<file path="src/rtl/nubus_master_fsm.sv">
// nubus_master_fsm
//   NuBus master sequencer placed directly in front of the bus driver. It takes
//   one card-side request at a time and walks it through arbitration, address,
//   data and (for locked sequences) attention phases, emitting the active-low
//   phase strobes the driver decodes.
//
// Ports
//   nub_clk, nub_reset         clock, synchronous active-high reset
//   cpu_valid/addr/wdata/write/tm/lock
//                              request from the card side, stable until cpu_done
//   cpu_done                   one-clock completion pulse (ACK or timeout)
//   cpu_rdata, cpu_status      read data / slave status captured at completion
//   arb_win                    arbitration comparator result (used in ARB)
//   nub_startn, nub_ackn       sampled START* / ACK*
//   nub_tm1n, nub_tm0n         sampled TM1* / TM0* (slave response status at ACK)
//   nub_ad_i                   sampled AD bus
//   nub_ad_o, nub_ad_oe        AD value and output enable
//   mst_*n                     phase strobes to the driver (active low)
//   mst_timeout                one-clock timeout pulse to the driver
//
// Every output is a register loaded from the decode of the *next* state, so
// the strobes line up with the state they describe and only move on transitions.
module nubus_master_fsm #(
  parameter int TIMEOUT_CYCLES = 255
) (
  input  logic        nub_clk,
  input  logic        nub_reset,
  input  logic        cpu_valid,
  input  logic [31:0] cpu_addr,
  input  logic [31:0] cpu_wdata,
  input  logic        cpu_write,
  input  logic [1:0]  cpu_tm,
  input  logic        cpu_lock,
  output logic        cpu_done,
  output logic [31:0] cpu_rdata,
  output logic [1:0]  cpu_status,
  input  logic        arb_win,
  input  logic        nub_startn,
  input  logic        nub_ackn,
  input  logic        nub_tm1n,
  input  logic        nub_tm0n,
  input  logic [31:0] nub_ad_i,
  output logic [31:0] nub_ad_o,
  output logic        nub_ad_oe,
  output logic        mst_arbcyn,
  output logic        mst_adrcyn,
  output logic        mst_dtacyn,
  output logic        mst_ownern,
  output logic        mst_lockedn,
  output logic        mst_tm1n,
  output logic        mst_tm0n,
  output logic        mst_timeout
);

  typedef enum logic [2:0] {
    ST_IDLE,
    ST_ARB,
    ST_ADDR,
    ST_DATA,
    ST_LOCKHOLD,
    ST_ATTN
  } state_t;

  // Last counter value before a forced timeout (counter is 0 in the first DATA clock).
  localparam logic [7:0] TMO_LAST = 8'(TIMEOUT_CYCLES - 1);

  // Strobe vector order: {arbcyn, adrcyn, dtacyn, ownern, lockedn, tm1n, tm0n}
  localparam logic [6:0] STB_IDLE = 7'b111_1111;
  localparam int         OWN_BIT  = 3;

  state_t      state_reg, state_next;
  logic [6:0]  strobe_reg, strobe_next;
  logic        lock_reg, lock_next;
  logic        write_reg, write_next;
  logic [7:0]  cnt_reg, cnt_next;
  logic        bus_busy_reg, bus_busy_next;
  logic        done_reg, done_next;
  logic        tmo_reg, tmo_next;
  logic [31:0] rdata_reg, rdata_next;
  logic [1:0]  status_reg, status_next;
  logic        ad_oe_reg, ad_oe_next;
  logic [31:0] ad_o_reg, ad_o_next;
  logic        ack_hit, tmo_hit;

  always_ff @(posedge nub_clk) begin
    if (nub_reset) begin
      state_reg    <= ST_IDLE;
      strobe_reg   <= STB_IDLE;
      lock_reg     <= 1'b0;
      write_reg    <= 1'b0;
      cnt_reg      <= '0;
      bus_busy_reg <= 1'b0;
      done_reg     <= 1'b0;
      tmo_reg      <= 1'b0;
      rdata_reg    <= '0;
      status_reg   <= '0;
      ad_oe_reg    <= 1'b0;
      ad_o_reg     <= '0;
    end else begin
      state_reg    <= state_next;
      strobe_reg   <= strobe_next;
      lock_reg     <= lock_next;
      write_reg    <= write_next;
      cnt_reg      <= cnt_next;
      bus_busy_reg <= bus_busy_next;
      done_reg     <= done_next;
      tmo_reg      <= tmo_next;
      rdata_reg    <= rdata_next;
      status_reg   <= status_next;
      ad_oe_reg    <= ad_oe_next;
      ad_o_reg     <= ad_o_next;
    end
  end

  always_comb begin
    state_next    = state_reg;
    lock_next     = lock_reg;
    write_next    = write_reg;
    cnt_next      = cnt_reg;
    bus_busy_next = bus_busy_reg;
    done_next     = 1'b0;
    tmo_next      = 1'b0;
    rdata_next    = rdata_reg;
    status_next   = status_reg;
    strobe_next   = STB_IDLE;
    ad_oe_next    = 1'b0;
    ad_o_next     = '0;

    ack_hit = (state_reg == ST_DATA) && !nub_ackn;
    // ACK takes priority over a timeout landing on the same clock.
    tmo_hit = (state_reg == ST_DATA) && nub_ackn && (cnt_reg == TMO_LAST);

    // Foreign transaction tracking. START+ACK together is an attention cycle
    // and leaves the tracker alone.
    if (!nub_ackn && nub_startn)
      bus_busy_next = 1'b0;
    else if (!nub_startn && nub_ackn && strobe_reg[OWN_BIT])
      bus_busy_next = 1'b1;

    case (state_reg)
      // done_reg high means cpu_valid may still be the request just completed.
      ST_IDLE:     if (cpu_valid && !done_reg) state_next = ST_ARB;
      ST_ARB:      if (arb_win && !bus_busy_reg && nub_startn) state_next = ST_ADDR;
      ST_ADDR:     state_next = ST_DATA;
      ST_DATA: begin
        if (ack_hit)      state_next = lock_reg ? ST_LOCKHOLD : ST_IDLE;
        else if (tmo_hit) state_next = lock_reg ? ST_ATTN : ST_IDLE;
      end
      ST_LOCKHOLD: begin
        if (!cpu_valid || !cpu_lock)  state_next = ST_ATTN;
        else if (!done_reg)           state_next = ST_ADDR;
      end
      ST_ATTN:     state_next = ST_IDLE;
      default:     state_next = ST_IDLE;
    endcase

    if (state_reg == ST_ADDR)      cnt_next = '0;
    else if (state_reg == ST_DATA) cnt_next = cnt_reg + 8'd1;

    // Latch the attributes of the request as its address phase begins.
    if (state_next == ST_ADDR) begin
      lock_next  = cpu_lock;
      write_next = cpu_write;
    end

    if (ack_hit) begin
      done_next   = 1'b1;
      status_next = {~nub_tm1n, ~nub_tm0n};
      if (!write_reg) rdata_next = nub_ad_i;
    end else if (tmo_hit) begin
      done_next   = 1'b1;
      tmo_next    = 1'b1;
      status_next = 2'b11;
    end

    case (state_next)
      ST_ARB:      strobe_next = {1'b0, 3'b111, ~cpu_lock, 2'b11};
      ST_ADDR: begin
        strobe_next = {1'b0, 1'b0, 1'b1, 1'b0, ~lock_next, ~cpu_tm};
        ad_oe_next  = 1'b1;
        ad_o_next   = cpu_addr;
      end
      ST_DATA: begin
        // Locked sequences keep ARBCY asserted to hold the bus.
        strobe_next = {~lock_next, 1'b1, 1'b0, 1'b0, ~lock_next, 2'b11};
        if (write_next) begin
          ad_oe_next = 1'b1;
          ad_o_next  = cpu_wdata;
        end
      end
      ST_LOCKHOLD: strobe_next = 7'b011_0011;
      ST_ATTN:     strobe_next = 7'b011_0111;
      default:     strobe_next = STB_IDLE;
    endcase
  end

  assign {mst_arbcyn, mst_adrcyn, mst_dtacyn, mst_ownern,
          mst_lockedn, mst_tm1n, mst_tm0n} = strobe_reg;
  assign mst_timeout = tmo_reg;
  assign cpu_done    = done_reg;
  assign cpu_rdata   = rdata_reg;
  assign cpu_status  = status_reg;
  assign nub_ad_oe   = ad_oe_reg;
  assign nub_ad_o    = ad_o_reg;

endmodule

</file>
<file path="config.mk">
export PLATFORM = sky130hd
export DESIGN_NAME = nubus_master_fsm
export DESIGN_NICKNAME = d
export VERILOG_FILES = /design/src/rtl/nubus_master_fsm.sv
export SDC_FILE = /design/constraint.sdc
export NUM_CORES = 1
export LEC_CHECK = 0
export ABC_AREA = 0
export ABC_CLOCK_PERIOD_IN_PS = 1850
export CORE_MARGIN = 5
export CORE_UTILIZATION = 30
export DETAILED_ROUTE_END_ITERATION = 12
export PLACE_DENSITY = 0.68
export RECOVER_POWER = 25
export SETUP_SLACK_MARGIN = 0.2
export SLEW_MARGIN = 25
export SYNTH_ARGS = -nofsm -noshare
export SYNTH_HDL_FRONTEND = slang
export SYNTH_SLANG_ARGS = --single-unit
</file>
<file path="constraint.sdc">
create_clock -name nub_clk -period 1.85 [get_ports nub_clk]
set_input_delay 0.185 -clock nub_clk [delete_from_list [all_inputs] [get_ports nub_clk]]
set_output_delay 0.185 -clock nub_clk [all_outputs]
set_load 0.02 [all_outputs]
</file>
==> impl_metrics.toml <==
[floorplan]
io_pins = 184
die_h_um = 113
coreArea_um2 = 10400
die-area_um2 = 12900
rows = 37
die_w_um = 113
start_util_pct = 30.9

[status]
violations = "negative setup slack"
run_status = "complete, but fails checks"

[clock_network]
clk_pin_slew_ns = 0.09
root_buffer = "clkbuf_8"
htree_levels = 3
cts_buffers = 9
tritoncts = "done"
clk_latency_ns = 0.35
clock_path_buffers = 2
cts.sinks = 90

[synth]
syn_avg_cell_area_um2 = 9.52
ys_seq_elements = 90
yosysTopAreaCellShare_pct = 56.2
synth_nets = 447
synth_edf_count = 0
synthTopCellsByArea = "dfxtp_1 (56%), nand2_1 (8.5%), a22o_1 (8.5%)"
ys_warn_count = 0
synth.yosys.seq_area_share_pct = 56.2
synthArstFlopShare_pct = 0
synthesis.area_um2 = 3210
ys.flop_type = "dfxtp_1"
ys_types = 41
synth_top_area_cell = "dfxtp_1"
syn-instance-count = 337

[power]
p_switching_uw = 936
ir_drop_mv = 0.419
p_sw_share_pct = 23.8
leakagePower_nw = 2.17
p_seq_share_pct = 50.5
power_density_nw_per_um2 = 655
pwr-share-clk_pct = 34.5
comb_power_share_pct = 15.1
internal_power_mw = 3.01

[timing]
finalCritPeriodShare_pct = 105
hold_violations = 0
fin_skew_ns = 0.0172
fmax_ghz = 0.514
rsz0062_at_grt = "yes"
setup_violations = 36
tns_ns = -2.39
worst_slack_ns = -0.0961
maxSlewViolCount = 0
slew_headroom_pct = 67.0
fin_crit_ns = 1.95
max_slew.worst_pin.slew_ns = 0.494

[cells_and_area]
final_util_pct = 58.0
nets = 664
layout-area-overhead-vs-synth_pct = 87.6
finalInstanceArea_um2 = 6010
fillerInstances = 902
finalNonFillerCells = 695
layout-drive-gt1-share_pct = 18.2
antenna_cells = 0

[routing]
wl_per_cell_um = 16.1
finalWirelength_mm = 11.2
final_antenna_net_count = 0
drt_iter0_drc = 250
drc = 0
routed-via-count = 3261
via_per_inst = 4.69
first_pass_iters = 4

[global_route]
antenna_found_initial = 0
track_usage_pct = 15.7
grt_max_degree = 36
grt_pass1_vias = 3268
gr-total-overflow = 0
grt_first_pass_wirelength_mm = 16.3

[place]
pre_cts_ws_ns = -0.338
placed_cells = 659
placed_area_um2 = 5340
hpwlAfterDp_mm = 7.72
gp_congestion = 0.803
port_buffers = 183

[worst_setup_path]
cp_max_fo = 9
path_class = "flip-flop to flip-flop"
end_kind = "flip-flop"
cp.required_ns = 2.13
critPathLaunchType = "flip-flop"
cp.arrival_ns = 2.23

[flow_run]
cap_violations = 0

[min_path]
hold_class = "input port to flip-flop"
==> layout by cell type, fill, tap and decap left out, types with 4 or more instances in the layout <==
cell / n
a22o_1: 31
o21ai_0: 4
clkbuf_16: 4
a21oi_1: 39
xor2_1: 4
buf_4: 25
clkdlybuf4s50_1: 181
nand2_1: 71
inv_1: 4
nor2_1: 12
buf_6: 9
dfxtp_1: 84
buf_12: 4
clkbuf_8: 10
==> cell usage after synthesis, types with 2 or more instances <==
library cell,count
dfxtp_1,90
nand2_1,73
a21oi_1,42
a22o_1,31
nor2_1,14
clkbuf_1,10
o21ai_0,7
inv_1,6
nand3_1,6
buf_6,5
or3_1,4
xor2_1,4
a31oi_1,3
buf_2,3
nand4_1,3
nor3_1,3
o221ai_1,3
a211oi_1,2
a21boi_0,2
and3_1,2
buf_1,2
ha_1,2
nor2b_1,2
==> layout make-up <==
class / instances / area, µm² / share of cell area (%)
inverter: 6 / 22.5 / 0.374
multi-input combinational: 220 / 1460 / 24.3
clock inverter: 5 / 62.6 / 1.04
tap: 136 / 170 / 2.83
sequential: 90 / 1820 / 30.2
clock buffer: 11 / 141 / 2.35
timing repair buffer: 227 / 2340 / 38.9
==> kinds of logic after synthesis <==
| group | Yosys count | share of synthesized area (%) |
|---|---|---|
| simple gates | 115 | 16.5 |
| compound gates | 98 | 20.6 |
| flops | 90 | 56.2 |
| buf+inv | 27 | 4.56 |
| xor+xnor | 5 | 1.37 |
| fa+ha+maj | 2 | 0.780 |
==> worst max-delay path: stages, from the launching register on <==
cell	delay, ns
dfxtp_4	0.36
or2_4	0.23
or3_4	0.38
o221a_4	0.15
buf_6	0.12
nor3_4	0.20
buf_6	0.16
clkbuf_16	0.15
a22o_1	0.14
==> stage by stage <==
step	total power, mW	hold WS (ns)
2_1_floorplan	2.19	0.247
3_3_place_gp	2.52	0.441
3_5_place_dp	2.53	0.446
4_1_cts	3.92	0.302
5_1_grt	4.13	0.307
6_report	3.94	0.330
==> power groups by stage <==
stage	Sequential, mW	Clock, mW	Combinational [mW]
floorplan	2.06	0	0.121
global placement	2.04	0	0.489
detailed placement	2.03	0	0.491
CTS	1.99	1.42	0.511
global route	1.99	1.51	0.630
finish	1.99	1.36	0.594
==> what timing repair did <==
action	CTS	global route
resized for setup	16	39
hold endpoints to repair	0	0
gates cloned	1	5
setup buffers	5	9
pin swaps	6	20
setup endpoints to repair	43	80
hold buffers	0	0
==> metal layers <==
layer,wire length (µm),track usage (%),part of all wire [%]
met5,0,0,0
met3,1030,6.42,9.2
met1,4410,17.7,39
met2,5560,27.0,50
met4,176,5.37,1.6
==> worst paths after layout <==
path                           endpoint  depth (start not counted)                  startpoint  slack [ns]
max             nub_ad_o[16]$_SDFF_PP0_                          8     state_reg[1]$_SDFF_PP0_        -0.1
min            strobe_reg[0]$_SDFF_PP1_                          2                   cpu_tm[0]        0.33
max reg2reg     nub_ad_o[16]$_SDFF_PP0_                          8     state_reg[1]$_SDFF_PP0_        -0.1
min reg2reg  cpu_rdata[12]$_SDFFE_PP0P_                          2  cpu_rdata[12]$_SDFFE_PP0P_        0.46
No activity file was read; power rests on OpenSTA's default activity.
